$ cat src/rtl/system_pkg.sv
// rtl/system_pkg.sv - shared arbiter state encoding and requester indices
package system_pkg;

    typedef enum logic [1:0] {
        IDLE      = 2'd0,
        SEND      = 2'd1,
        WAIT_BUSY = 2'd2,
        WAIT_DONE = 2'd3
    } arb_state_e;

    localparam logic [1:0] REQ_GAME  = 2'd0;
    localparam logic [1:0] REQ_SCORE = 2'd1;
    localparam logic [1:0] REQ_DBG   = 2'd2;
    localparam logic [1:0] REQ_ECHO  = 2'd3;

    // Round-robin successor; the 2-bit add wraps 3 back to 0.
    function automatic logic [1:0] next_idx(input logic [1:0] idx);
        return idx + 2'd1;
    endfunction

endpackage

$ cat src/rtl/rr_pick4.sv
// rtl/rr_pick4.sv - combinational four-way round-robin priority picker
module rr_pick4 (
    input  logic [3:0] req,
    input  logic [1:0] ptr,
    output logic       any,
    output logic [1:0] idx
);

    logic [1:0] cand;

    // Scan farthest-first so the candidate closest to ptr is the last to win.
    always_comb begin
        any  = 1'b0;
        idx  = ptr;
        cand = ptr;
        for (int k = 3; k >= 0; k--) begin
            cand = ptr + 2'(k);
            if (req[cand]) begin
                any = 1'b1;
                idx = cand;
            end
        end
    end

endmodule

$ cat src/rtl/uart_tx_arbiter.sv
// rtl/uart_tx_arbiter.sv - packet-granular round-robin sharing of one UART transmitter
module uart_tx_arbiter
    import system_pkg::*;
#(
    parameter int NUM_REQ = 4,
    parameter int TIMEOUT = 1024,
    parameter int TW      = 11
) (
    input  logic                 clk,
    input  logic                 rst,
    input  logic [NUM_REQ-1:0]   req_valid,
    input  logic [8*NUM_REQ-1:0] req_data,
    input  logic [NUM_REQ-1:0]   req_last,
    output logic [NUM_REQ-1:0]   req_ready,
    output logic [7:0]           tx_data,
    output logic                 tx_wr,
    input  logic                 tx_busy,
    output logic                 grant_active,
    output logic [1:0]           grant_id,
    output logic                 abort
);

    localparam logic [TW-1:0] TO_LAST = TW'(TIMEOUT - 1);

    arb_state_e    state_q;
    logic [1:0]    ptr_q;
    logic [1:0]    owner_q;
    logic [TW-1:0] cnt_q;
    logic          last_q;
    logic [7:0]    tx_data_q;
    logic          tx_wr_q;
    logic          grant_active_q;
    logic          abort_q;

    logic          pick_any;
    logic [1:0]    pick_idx;
    logic          owner_valid;
    logic [7:0]    owner_byte;

    rr_pick4 u_pick (
        .req (req_valid),
        .ptr (ptr_q),
        .any (pick_any),
        .idx (pick_idx)
    );

    assign owner_valid = req_valid[owner_q];
    assign owner_byte  = req_data[{owner_q, 3'b000} +: 8];

    // Only the owner ever sees ready, and only while the UART can take a byte.
    always_comb begin
        req_ready = '0;
        if (state_q == SEND) begin
            req_ready[owner_q] = !tx_busy;
        end
    end

    always_ff @(posedge clk or negedge rst) begin
        if (!rst) begin
            state_q        <= IDLE;
            ptr_q          <= REQ_GAME;
            owner_q        <= REQ_GAME;
            cnt_q          <= '0;
            last_q         <= 1'b0;
            tx_data_q      <= 8'h00;
            tx_wr_q        <= 1'b0;
            grant_active_q <= 1'b0;
            abort_q        <= 1'b0;
        end else begin
            tx_wr_q <= 1'b0;
            abort_q <= 1'b0;
            case (state_q)
                IDLE: begin
                    if (pick_any) begin
                        owner_q        <= pick_idx;
                        grant_active_q <= 1'b1;
                        cnt_q          <= '0;
                        state_q        <= SEND;
                    end
                end
                SEND: begin
                    if (owner_valid) begin
                        if (!tx_busy) begin
                            tx_data_q <= owner_byte;
                            tx_wr_q   <= 1'b1;
                            last_q    <= req_last[owner_q];
                            cnt_q     <= '0;
                            state_q   <= WAIT_BUSY;
                        end
                    end else if (cnt_q == TO_LAST) begin
                        abort_q        <= 1'b1;
                        grant_active_q <= 1'b0;
                        ptr_q          <= next_idx(owner_q);
                        state_q        <= IDLE;
                    end else begin
                        cnt_q <= cnt_q + 1'b1;
                    end
                end
                WAIT_BUSY: begin
                    state_q <= WAIT_DONE;
                end
                WAIT_DONE: begin
                    if (!tx_busy) begin
                        cnt_q <= '0;
                        if (last_q) begin
                            grant_active_q <= 1'b0;
                            ptr_q          <= next_idx(owner_q);
                            state_q        <= IDLE;
                        end else begin
                            state_q <= SEND;
                        end
                    end
                end
                default: state_q <= IDLE;
            endcase
        end
    end

    assign tx_data      = tx_data_q;
    assign tx_wr        = tx_wr_q;
    assign grant_active = grant_active_q;
    assign grant_id     = owner_q;
    assign abort        = abort_q;

endmodule

$ cat config.mk
export PLATFORM = sky130hd
export DESIGN_NAME = uart_tx_arbiter
export DESIGN_NICKNAME = d
export VERILOG_FILES = /design/src/rtl/system_pkg.sv /design/src/rtl/rr_pick4.sv /design/src/rtl/uart_tx_arbiter.sv
export SDC_FILE = /design/constraint.sdc
export NUM_CORES = 1
export LEC_CHECK = 0
export ABC_AREA = 1
export ABC_CLOCK_PERIOD_IN_PS = 1600
export BUFFER_PORTS_ARGS = -buffer_cell sky130_fd_sc_hd__buf_2
export CAP_MARGIN = 15
export CORE_MARGIN = 1
export CORE_UTILIZATION = 48
export CTS_CLUSTER_SIZE = 12
export DETAILED_ROUTE_END_ITERATION = 10
export PLACE_DENSITY = 0.81
export RECOVER_POWER = 25
export SLEW_MARGIN = 30
export SYNTH_ARGS = -nofsm -noshare
export SYNTH_HDL_FRONTEND = slang
export SYNTH_SLANG_ARGS = --single-unit
export TNS_END_PERCENT = 5
$ cat constraint.sdc
create_clock -name clk -period 1.6 [get_ports clk]
set_clock_uncertainty 0.2 [all_clocks]
set_input_delay 0 -clock clk [delete_from_list [all_inputs] [get_ports clk]]
set_output_delay 0 -clock clk [all_outputs]
set_load 0.005 [all_outputs]
* Word-level counts from Yosys, hierarchy flattened
Cells that the tools add are included.
** Word-level totals
- Input port bits :: 43
- Output and inout bits :: 17
- Register bits after elaboration :: 29
- Logic and storage cells :: 98
** Cells by class
- Equality and inequality tests :: 12
- Multiplexer cells :: 52
- Reduce and logical (&&, ||, !) cells :: 11
- Shift operators :: 1
- $lt $le $gt $ge :: 6
- Bitwise gates (word level) :: 2
- $add $sub $neg :: 5
** Operator list (count)
- 2-to-1 mux 11 bit :: 4
- case mux 11 bit (3 select lines) :: 1
- indexed part select 32 x 6 -> 8 bit :: 1
- 2-to-1 mux 2 bit :: 13
- 2-to-1 mux 1 bit :: 23
- < comparator 2 x 3 -> 1 bit, second input constant :: 5
- binary-select mux 1 bit (select 2 bit) :: 6
- adder 11 x 1 -> 11 bit, second input constant :: 1
- equality test 11 x 10 -> 1 bit, second input constant :: 1
- inequality test 2 bit, second input constant :: 4
- case mux 2 bit (4 select lines) :: 1
- inequality test 3 bit, second input constant :: 2
- AND reduction 3 bit :: 2
- AND reduction 6 bit :: 1
- AND reduction 5 bit :: 1
- adder 2 x 1 -> 2 bit, second input constant :: 2
- adder 2 bit, second input constant :: 2
- bitwise AND 4 bit :: 1
- equality test 2 bit, second input constant :: 2
- 2-to-1 mux 4 bit :: 1
- case mux 2 bit (2 select lines) :: 1
- AND reduction 4 bit :: 1
- inequality test 3 x 2 -> 1 bit, second input constant :: 1
- case mux 1 bit (3 select lines) :: 1
- 11 further kinds :: 11

* Longest topological paths before layout
- Depth in word-level cells :: 9
- Depth in mapped cells :: 11
- Mapped depth without buffers :: 11

* Modules after synthesis
Synthesis repeated with hierarchy kept, for this count alone.
** Unflattened totals
- Cells, all modules :: 362
- Area, all modules :: 2254.7 um2
** By module, submodules not included
- uart_tx_arbiter :: area an instance 2020.7 um2, cells an instance 309, seq. area each 725.7 um2, times used 1
- rr_pick4 :: area an instance 234.0 um2, cells an instance 53, seq. area each 0.0 um2, times used 1

* Least setup slack after synthesis
Ideal clock, no wire load.
- Kind :: reg-to-reg
- Start point :: reg cnt_q[0]
- End point :: reg ptr_q[0]
- Library setup time :: 0.127 ns
- Path slack :: -0.135 ns
- Data required time :: 1.273 ns
- Arrival time :: 1.408 ns
- Path buffers :: 0
- Stages on the path, launching flop included :: 9
- Period minus slack after synthesis :: 1.735 ns
- Cells stage by stage :: dfrtp_1 ha_1 nand2_1 nor2_4 nand3_4 nand2_1 nand3_1 nor2_1 o21ai_0
** On the way
- Word-level cells in the longest chain between the ends :: 3
** RTL lines
- start, declared :: RTL line uart_tx_arbiter.sv:28 : logic [TW-1:0] cnt_q;
- start signal, assigned :: RTL line uart_tx_arbiter.sv:96 : cnt_q <= cnt_q + 1'b1;
- equality test 11 x 10 -> 1 bit :: RTL line uart_tx_arbiter.sv:90 : end else if (cnt_q == TO_LAST) begin
- inequality test 2 x 1 -> 1 bit (no line)
- AND reduction 5 bit (no line)
- end signal, assigned :: RTL line uart_tx_arbiter.sv:93 : ptr_q <= next_idx(owner_q);
- end signal, assigned :: RTL line uart_tx_arbiter.sv:107 : ptr_q <= next_idx(owner_q);
- end, declared :: RTL line uart_tx_arbiter.sv:26 : logic [1:0] ptr_q;
No other way between the ends.
A chain may end at the register's enable or synchronous reset.

* Worst setup path after layout
- Start point :: reg owner_q[0], in the netlist grant_id[0]
- End point :: reg ptr_q[0]
** On the way
- Word-level cells in the longest chain between the ends :: 4
- Elaborated cells on any way between the ends :: 10
- Classes of those cells :: add/sub: 1; eq/ne: 1; mux: 7; reduce/logical: 1
** RTL lines
- start, declared :: RTL line uart_tx_arbiter.sv:27 : logic [1:0] owner_q;
- start signal, assigned :: RTL line uart_tx_arbiter.sv:75 : owner_q <= pick_idx;
- adder 2 x 1 -> 2 bit or binary-select mux 1 bit (select 2 bit) (tied branches) :: RTL line system_pkg.sv:18, uart_tx_arbiter.sv:47
- 2-to-1 mux 2 bit, or another cell as far along :: RTL line uart_tx_arbiter.sv:105 : if (last_q) begin
- 2-to-1 mux 2 bit, or another cell as far along :: RTL line uart_tx_arbiter.sv:103 : if (!tx_busy) begin
- case mux 2 bit (2 select lines) or AND reduction 5 bit (tied branches)
Parallel ways exist; a longest one is shown, timed or not. The select of a mux whose other input is x is not followed.

==> reports/metrics.yaml <==
outcome: "finished with violations"
violations: "DRC, setup timing"
synthToLayoutAreaGrowth_pct: 55.1
tritoncts: "yes"
fin_setup_tns_ns: -0.856
io_pins: 60
fin_crit_sh_pct: 106
ys_seq_area_share_pct: 32.0
fmax_ghz: 0.592
grt_max_degree: 30
synthArstFlopShare_pct: 100
numPortBuffers: 59
initialDrtViolationCount: 273
synth_edf_count: 0
netlist_instances: 372
clockBufferDepth: 2
reg2reg_to: "ptr_q[0]"
fin_ws_ns: -0.0895
ys_warn_count: 0
vdd_drop_max_mv: 0.933
synth_most_common_cell: "nand2_1"
fin_util_pct: 79.1
cts.sinks: 29
htreeDepth: 2
crit_required_ns: 1.60
coreArea_um2: 4440
drt_wl_total_mm: 8.54
hpwlAfterDp_mm: 4.61
final_cell_count_no_fill: 557
nNetsFinal: 551
dp_cells: 506
drt_pre_antenna_iters: 8
met1_length_mm: 3.28
syn-cell-area_um2: 2260
route.detailed.drc: 4
reg2regPathDepth: 10
antenna_found_initial: 1
first_global_vias: 3059
die_area_um2: 5000
yosys.area.top_type: "dfrtp_1"
arrival_ns: 1.69
cts-root-buf: "clkbuf_8"
synth_seq_cells: 29
reg2reg_slack_ns: -0.09
crit_chain: "inv_4 -> buf_4 -> nand2_1 -> nand3_2 -> nand2_2 -> nand2_2 -> nand3_4 -> nor2_4 -> nand2_1 -> o21ai_0"
numCtsBuffers: 5
whs_endpoint: "grant_id[1]"
drv_cap: 0
rows: 24
critical_path.slowest_cell: "dfrtp_2"
holdPathStages: 6
die_x_um: 70.7
synth_cell_types: 26
wl_met2_mm: 3.97
post-place-ws_ns: -0.138
grtUsageTotal_pct: 35.1
die_y_um: 70.7
ant_nets: 0
grt_pass1_wl_mm: 13.7
hp-start: "req_valid[0]"
max_stage_delay_ns: 0.47
clk_pin_slew_worst_paths_ns: 0.06
start_kind: "flip-flop"
synth_nets: 420
clkLatencyLatePin_ns: 0.29
slew_violations: 0
critPathMaxFanout: 6
synth_top_cells_by_count: "nand2_1, nor2_1, o21ai_0"
vias: 3086
initial_utilization_pct: 51.0
synth_top_area_share_pct: 32.0
p_leak_nw: 1.87
overflow: 0
relSlewSlack_pct: 53.7
drive_gt1_share_pct: 29.4
wl_per_cell_um: 15.3
highest_layer: "met4"
tightest_slew_ns: 0.694
reg2reg_from: "grant_id[0]"
cellPowerDensity_nw_per_um2: 1560
fin_crit_ns: 1.69
crit_type: "flip-flop to flip-flop"
synth.area.top_cells: "dfrtp_1, nand2_1, o21ai_0, nor2_1, nand3_1"
rsz0062_at_grt: "true"
synth-main-ff-cell: "dfrtp_1"
finalHoldViolCount: 0
avgSynthCellArea_um2: 6.09
routed_via_density: 5.54
totalPowerFinal_mw: 5.48
cp-end-kind: "flip-flop"
setup_viol: 17
wl_met3_um: 747
hp-class: "primary input to flip-flop"
gp_congestion: 0.891
-- power breakdown --
group	switching (mW)	total, mW	leakage [nW]	internal [mW]
Sequential	0.258	1.27	0.370	1.01
Clock	0.298	0.686	0.0542	0.388
Combinational	2.12	3.52	1.44	1.41
-- registers in the layout, summed over array words and instances, names as in the netlist, named ones only --
signal,flops
grant_id,2
tx_data,8
grant_active,1
abort,1
cnt_q,11
last_q,1
ptr_q,2
tx_wr,1
state_q,1
-- cells by family (layout without fill, tap and decap cells) --
family / after synthesis / after routing / synth area share [%]
AND/OR/NAND/NOR: 242 / 243 / 44.6
AO/OA/AOI/OAI: 49 / 49 / 11.6
buffers and inverters: 46 / 177 / 8.62
flip-flops: 29 / 29 / 32.0
adder cells (fa/ha/maj): 5 / 5 / 2.76
XOR/XNOR: 1 / 1 / 0.387
other: 0 / 1 / 0
-- through the flow --
| step | hold WS, ns | instance area, um^2 |
|---|---|---|
| detailed placement | -0.116 | 2850 |
| finish | 0.0280 | 3510 |
| floorplan | -0.496 | 2290 |
| global route | 0.0857 | 3510 |
| CTS | 0.0113 | 3440 |
| global placement | -0.134 | 2850 |
-- how the worst max path moves through the flow --
stage	to	slack (ns)	start	depth (start not counted)
after global routing	cnt_q[7]	-0.17	grant_id[0]	10
after floorplan	cnt_q[5]	-0.004	cnt_q[1]	10
after CTS	cnt_q[4]	-0.03	grant_id[0]	10
after global placement	ptr_q[1]	-0.07	grant_id[0]	8
after detailed placement	ptr_q[0]	-0.14	grant_id[0]	8
final	ptr_q[0]	-0.09	grant_id[0]	10
-- placed cells by master, fill, tap and decap left out, drive strengths merged --
cell type	n
nand2	157
buf	95
nor2	49
dlygate4sd3	37
o21ai	34
nand3	33
inv	32
dfrtp	29
clkbuf	11
o22ai	10
ha	5
a21oi	3
nand4	2
clkinv	2
diode	1
nand3b	1
nor3	1
xor2	1
o211ai	1
o21bai	1
-- worst max-delay path: cells and delay by family (launching register included) --
family                 cells  cell delay (ns)
and+or+nand+nor            7             0.64
AOI/OAI and AO/OA          1             0.07
DFF                        1             0.47
buffers and inverters      2             0.23
-- layout make-up --
class / instances / area (um^2)
fillers: 294 / 931
flip-flops and latches: 29 / 731
clock inverters: 1 / 5.00
well taps: 52 / 65.1
repair buffers: 136 / 990
multi-input cells: 298 / 1500
inverters: 33 / 129
clock buffers: 7 / 96.3
diodes: 1 / 2.50
-- timing repair --
action | CTS | global route
hold endpoints to repair | 38 | 0
hold buffers | 37 | 0
buffers inserted | 3 | 0
gates resized for setup | 25 | 30
pin swaps | 8 | 6
endpoints found under the setup margin | 18 | 29
cloned | 2 | 0
-- per-layer routing --
| layer | global-route usage [%] | up-vias |
|---|---|---|
| met5 | 0 | - |
| met4 | 23.1 | 0 |
| li1 | - | 1449 |
| met1 | 40.1 | 1382 |
| met3 | 8.12 | 57 |
| met2 | 58.9 | 198 |
No activity file was read; power rests on OpenSTA's default activity.
